==> config.mk <==
export PLATFORM = sky130hd
export DESIGN_NAME = arbitro_memoria_datos
export DESIGN_NICKNAME = d
export VERILOG_FILES = /design/src/rtl/arbitro_memoria_datos.sv
export SDC_FILE = /design/constraint.sdc
export NUM_CORES = 1
export LEC_CHECK = 0
export ABC_AREA = 1
export ABC_CLOCK_PERIOD_IN_PS = 1600
export BUFFER_PORTS_ARGS = -buffer_cell sky130_fd_sc_hd__buf_2
export CAP_MARGIN = 40
export CORE_AREA = 2 2 107 109
export DETAILED_ROUTE_END_ITERATION = 8
export DIE_AREA = 0 0 109 111
export HOLD_SLACK_MARGIN = 0.02
export PLACE_DENSITY = 0.73
export SLEW_MARGIN = 10
export SYNTH_ARGS = -nofsm -noshare
export SYNTH_HDL_FRONTEND = slang
export SYNTH_SLANG_ARGS = --single-unit
export TNS_END_PERCENT = 10
==> constraint.sdc <==
create_clock -name clk -period 1.6 [get_ports clk]
set_input_delay 0.16 -clock clk [delete_from_list [all_inputs] [get_ports clk]]
set_output_delay 0.16 -clock clk [all_outputs]
set_load 0.005 [all_outputs]
==> src/rtl/arbitro_memoria_datos.sv <==
// Two-master data-memory arbiter: round-robin on ties, one strobe per access, region decode, ROM/misalignment rejection.
// gnt one cycle after req is seen in INACTIVO; fin 2 cycles after (2+LAT_LECTURA for reads); req is held by the master until gnt.
module arbitro_memoria_datos #(
    parameter int LAT_LECTURA = 1
) (
    input  logic        clk,
    input  logic        reset,
    input  logic        req0,
    input  logic        req1,
    input  logic        we0,
    input  logic        we1,
    input  logic [31:0] dir0,
    input  logic [31:0] dir1,
    input  logic [31:0] din0,
    input  logic [31:0] din1,
    output logic        gnt0,
    output logic        gnt1,
    output logic        fin0,
    output logic        fin1,
    output logic        err0,
    output logic        err1,
    output logic [31:0] dout,
    output logic        mem_EscrMem,
    output logic        mem_LeerMem,
    output logic [31:0] mem_Direc,
    output logic [31:0] mem_Datain,
    input  logic [31:0] mem_Dataout,
    output logic        CSram1,
    output logic        CSram2,
    output logic        CSrom
);

    localparam logic [1:0] INACTIVO = 2'd0;
    localparam logic [1:0] ACCESO   = 2'd1;
    localparam logic [1:0] ESPERA   = 2'd2;
    localparam logic [1:0] FIN      = 2'd3;

    localparam logic [1:0] C_ULTIMO = 2'(LAT_LECTURA - 1);

    logic [1:0]  r_estado;
    logic        r_ultimo;
    logic        r_id;
    logic        r_we;
    logic [31:0] r_dir;
    logic [31:0] r_din;
    logic [1:0]  r_cnt;
    logic [31:0] r_dout;

    logic w_gana1;
    logic w_ram1;
    logic w_ram2;
    logic w_rom;
    logic w_err;
    logic w_sel;

    // On a tie the requester that was not served last wins.
    assign w_gana1 = req1 & (~req0 | ~r_ultimo);

    assign w_ram1 = (r_dir[31:8] == 24'hFFFFFF);
    assign w_ram2 = (r_dir[31:8] == 24'hFFFFFE);
    assign w_rom  = ~w_ram1 & ~w_ram2;
    assign w_err  = (r_we & w_rom) | (r_dir[1:0] != 2'b00);
    assign w_sel  = (r_estado == ACCESO) | (r_estado == ESPERA);

    always_ff @(posedge clk) begin
        if (reset) begin
            r_estado <= INACTIVO;
            r_ultimo <= 1'b1;
            r_id     <= 1'b0;
            r_we     <= 1'b0;
            r_dir    <= 32'h0;
            r_din    <= 32'h0;
            r_cnt    <= 2'd0;
            r_dout   <= 32'h0;
        end else begin
            case (r_estado)
                INACTIVO: begin
                    if (req0 | req1) begin
                        r_id     <= w_gana1;
                        r_ultimo <= w_gana1;
                        r_we     <= w_gana1 ? we1  : we0;
                        r_dir    <= w_gana1 ? dir1 : dir0;
                        r_din    <= w_gana1 ? din1 : din0;
                        r_estado <= ACCESO;
                    end
                end
                ACCESO: begin
                    r_cnt    <= 2'd0;
                    r_estado <= (~r_we & ~w_err) ? ESPERA : FIN;
                end
                ESPERA: begin
                    if (r_cnt == C_ULTIMO) begin
                        r_dout   <= mem_Dataout;
                        r_estado <= FIN;
                    end else begin
                        r_cnt <= r_cnt + 2'd1;
                    end
                end
                default: r_estado <= INACTIVO;
            endcase
        end
    end

    assign gnt0        = (r_estado == ACCESO) & ~r_id;
    assign gnt1        = (r_estado == ACCESO) &  r_id;
    assign fin0        = (r_estado == FIN) & ~r_id;
    assign fin1        = (r_estado == FIN) &  r_id;
    assign err0        = fin0 & w_err;
    assign err1        = fin1 & w_err;
    assign mem_EscrMem = (r_estado == ACCESO) & ~w_err &  r_we;
    assign mem_LeerMem = (r_estado == ACCESO) & ~w_err & ~r_we;
    assign CSram1      = w_sel & w_ram1;
    assign CSram2      = w_sel & w_ram2;
    assign CSrom       = w_sel & w_rom;
    assign mem_Direc   = r_dir;
    assign mem_Datain  = r_din;
    assign dout        = r_dout;

endmodule

==> results_dict.tcl <==
set metrics [dict create \
    outcome "complete, but fails checks" \
    violations "setup timing" \
    fin_crit_sh_pct 102 \
    ant_nets 0 \
    die_area_mm2 0.0121 \
    max_cap_violations 0 \
    final_cell_mix "buf_2, nand2_1, dfxtp_1" \
    io_buffers 272 \
    whs_endpoint "dout[23]$_SDFFE_PP0P_" \
    timing.fmax_mhz 613 \
    hold_viol_final 0 \
    finalNonFillerCells 998 \
    dp.cells 974 \
    relSlewSlack_pct 76.9 \
    synth-compound-area-share_pct 21.6 \
    start_util_pct 39.2 \
    num-fill-cells 1048 \
    reg2regPathDepth 6 \
    wl_um 13300 \
    holdPathStages 3 \
    antenna_found_initial 1 \
    avgViaCountPerCell 4.85 \
    clock_skew_ps 9.18 \
    ys_types 20 \
    critPathLaunchType "flop" \
    cts_hold_buf 0 \
    gp_congestion 0.791 \
    syn_area_per_cell_um2 7.34 \
    max-vdd-ir-drop_mv 0.749 \
    setup_slack_ps -31.9 \
    htree_num_levels 3 \
    synth_simple_gate_area_share_pct 22.3 \
    multiInputGateArea_mm2 0.00203 \
    grt_pass1_wl_um 20800 \
    syn-instance-count 592 \
    p_leak_uw 0.00310 \
    final_common_cell "buf_2" \
    reg2reg_to "dout[13]$_SDFFE_PP0P_" \
    numCtsBuffers 9 \
    rows 39 \
    reg2reg_from "r_estado[0]$_SDFFE_PP0P_" \
    synth_top_area_share_pct 47.5 \
    path_clk_slew_ps 70 \
    synth_area_mm2 0.00434 \
    power_density_mw_per_mm2 1660 \
    cp-end-kind "output pin" \
    min_path_type "in2reg" \
    power_uw 10400 \
    die_y_um 111 \
    area_delta_synth_final_pct 44.4 \
    core_mm2 0.0111 \
    arrival_ps 1470 \
    slew_violations 0 \
    drive_gt1_share_pct 40.7 \
    reg2reg_slack_ps 180 \
    ys_seq_elements 103 \
    netlist_top_cells_area "dfxtp_1, nand2_1, a31oi_1" \
    placed_area_mm2 0.00582 \
    crit_fanout 3 \
    drtIter0Drc 357 \
    criticalPathCategory "reg2out" \
    layout_min_cycle_time_ps 1630 \
    dp_hpwl_um 9620 \
    grt_max_degree 58 \
    min_from "mem_Dataout[23]" \
    clock_latency_ps 340 \
    postSynthNetCount 763 \
    die_w_um 109 \
    num_vias 4845 \
    crit_required_ps 1440 \
    grtUsageTotal_pct 21.5 \
    rsz0062_at_grt "yes" \
    tightest_slew_ps 343 \
    synth-seq-area-share_pct 47.5 \
    wire_per_inst_um 13.4 \
    yosys.area.top_type "dfxtp_1" \
    finalSetupViolCount 3 \
    clockBufferDepth 2 \
    cts_tree "built" \
    grt_pass1_vias 4362 \
    yosys.area_share.xor_xnor_pct 0 \
    cts.sinks 103 \
    synth_top_family_by_area "simple AND/OR/NAND/NOR gates" \
    muxShareOfSynthArea_pct 0 \
    design_area_mm2 0.00627 \
    synthAdderAreaFrac_pct 1.44 \
    ys.warnings.count 0 \
    root_buffer "clkbuf_16" \
    route.detailed.drc 0 \
    seqCellArea_mm2 0.00208 \
    ioPinCount 273 \
    final_net_count 1020 \
    grt_overflow 0 \
    dr.pass1.iters 4 \
]
==> cells in the mapped netlist (all sizes together) <==
cell	number
nand4	3
nor2	82
ha	5
or2	1
o21ai	98
clkbuf	13
buf	31
nand2	158
a31oi	65
inv	19
dfxtp	103
a21oi	8
nand3	6
==> sequential cells by signal, indices dropped and copies added (netlist names) <==
name,flops
r_ultimo,1
mem_Datain,32
dout,32
r_id,1
r_estado,2
mem_Direc,32
r_we,1
r_cnt,2
==> what timing repair did <==
action / 4_1_cts / 5_1_grt
resized for setup: 10 / 27
endpoints found under the setup margin: 6 / 9
buffers inserted: 2 / 5
pin swaps: 6 / 7
endpoints found under the hold margin: 0 / 0
==> per-stage QoR <==
step	worst slack (ps)	hold WS [ps]	TNS [ps]	utilization, %
5_1_grt	-155	61.7	-555	56.6
6_report	-31.9	64.9	-78.7	56.6
3_3_place_gp	178	394	0	52.6
3_5_place_dp	98.3	404	0	52.6
2_1_floorplan	309	229	0	-
4_1_cts	-101	52.5	-283	55.8
==> metal layers <==
layer | wire (um) | up-vias | share of wire, % | GRT usage, %
met5 | 0 | - | 0 | 0
met4 | 242 | 0 | 1.8 | 7.52
met3 | 1120 | 18 | 8.4 | 6.17
met2 | 6520 | 187 | 49 | 36.1
met1 | 5440 | 2133 | 41 | 26.0
li1 | - | 2507 | - | -
==> layout make-up <==
cell class                 instances  share of cell area, %
tap                              143                   2.85
multi-input combinational        426                   32.3
antenna                            1                 0.0399
timing repair buffer             290                   25.4
inverter                          19                   1.14
sequential                       103                   33.2
clock buffer                      10                   3.65
clock inverter                     6                   1.36
==> worst max-delay path, stage by stage (launching register included) <==
cell,delay [ps]
dfxtp_1,370
nand4_1,130
nor2_2,200
nand2_2,120
nand3_2,120
a21oi_1,70
buf_2,130
==> cells by family (layout without fill, tap and decap cells) <==
logic type,Yosys count,after routing
DFF,103,103
and+or+nand+nor,250,250
other,0,1
AOI/OAI and AO/OA,171,171
adders and majority gates,5,5
buffers and inverters,63,325
==> how the worst max path moves through the flow <==
stage | from | endpoint | cells after the start
finish | mem_Direc[22]$_SDFFE_PP0P_ | err1 | 6
global route | mem_Direc[29]$_SDFFE_PP0P_ | mem_EscrMem | 9
CTS | mem_Direc[30]$_SDFFE_PP0P_ | mem_EscrMem | 9
detailed placement | r_estado[0]$_SDFFE_PP0P_ | mem_Datain[22]$_SDFFE_PP0P_ | 7
global placement | r_estado[0]$_SDFFE_PP0P_ | r_we$_SDFFE_PP0P_ | 7
floorplan | r_estado[0]$_SDFFE_PP0P_ | mem_Datain[0]$_SDFFE_PP0P_ | 8
==> report_power, final <==
group	total, uW	switching [uW]	internal, uW
Sequential	4190	576	3610
Clock	2320	953	1370
Combinational	3930	2120	1800
Total	10400	3650	6780
Note: power is estimated with default switching activity, not from simulation.
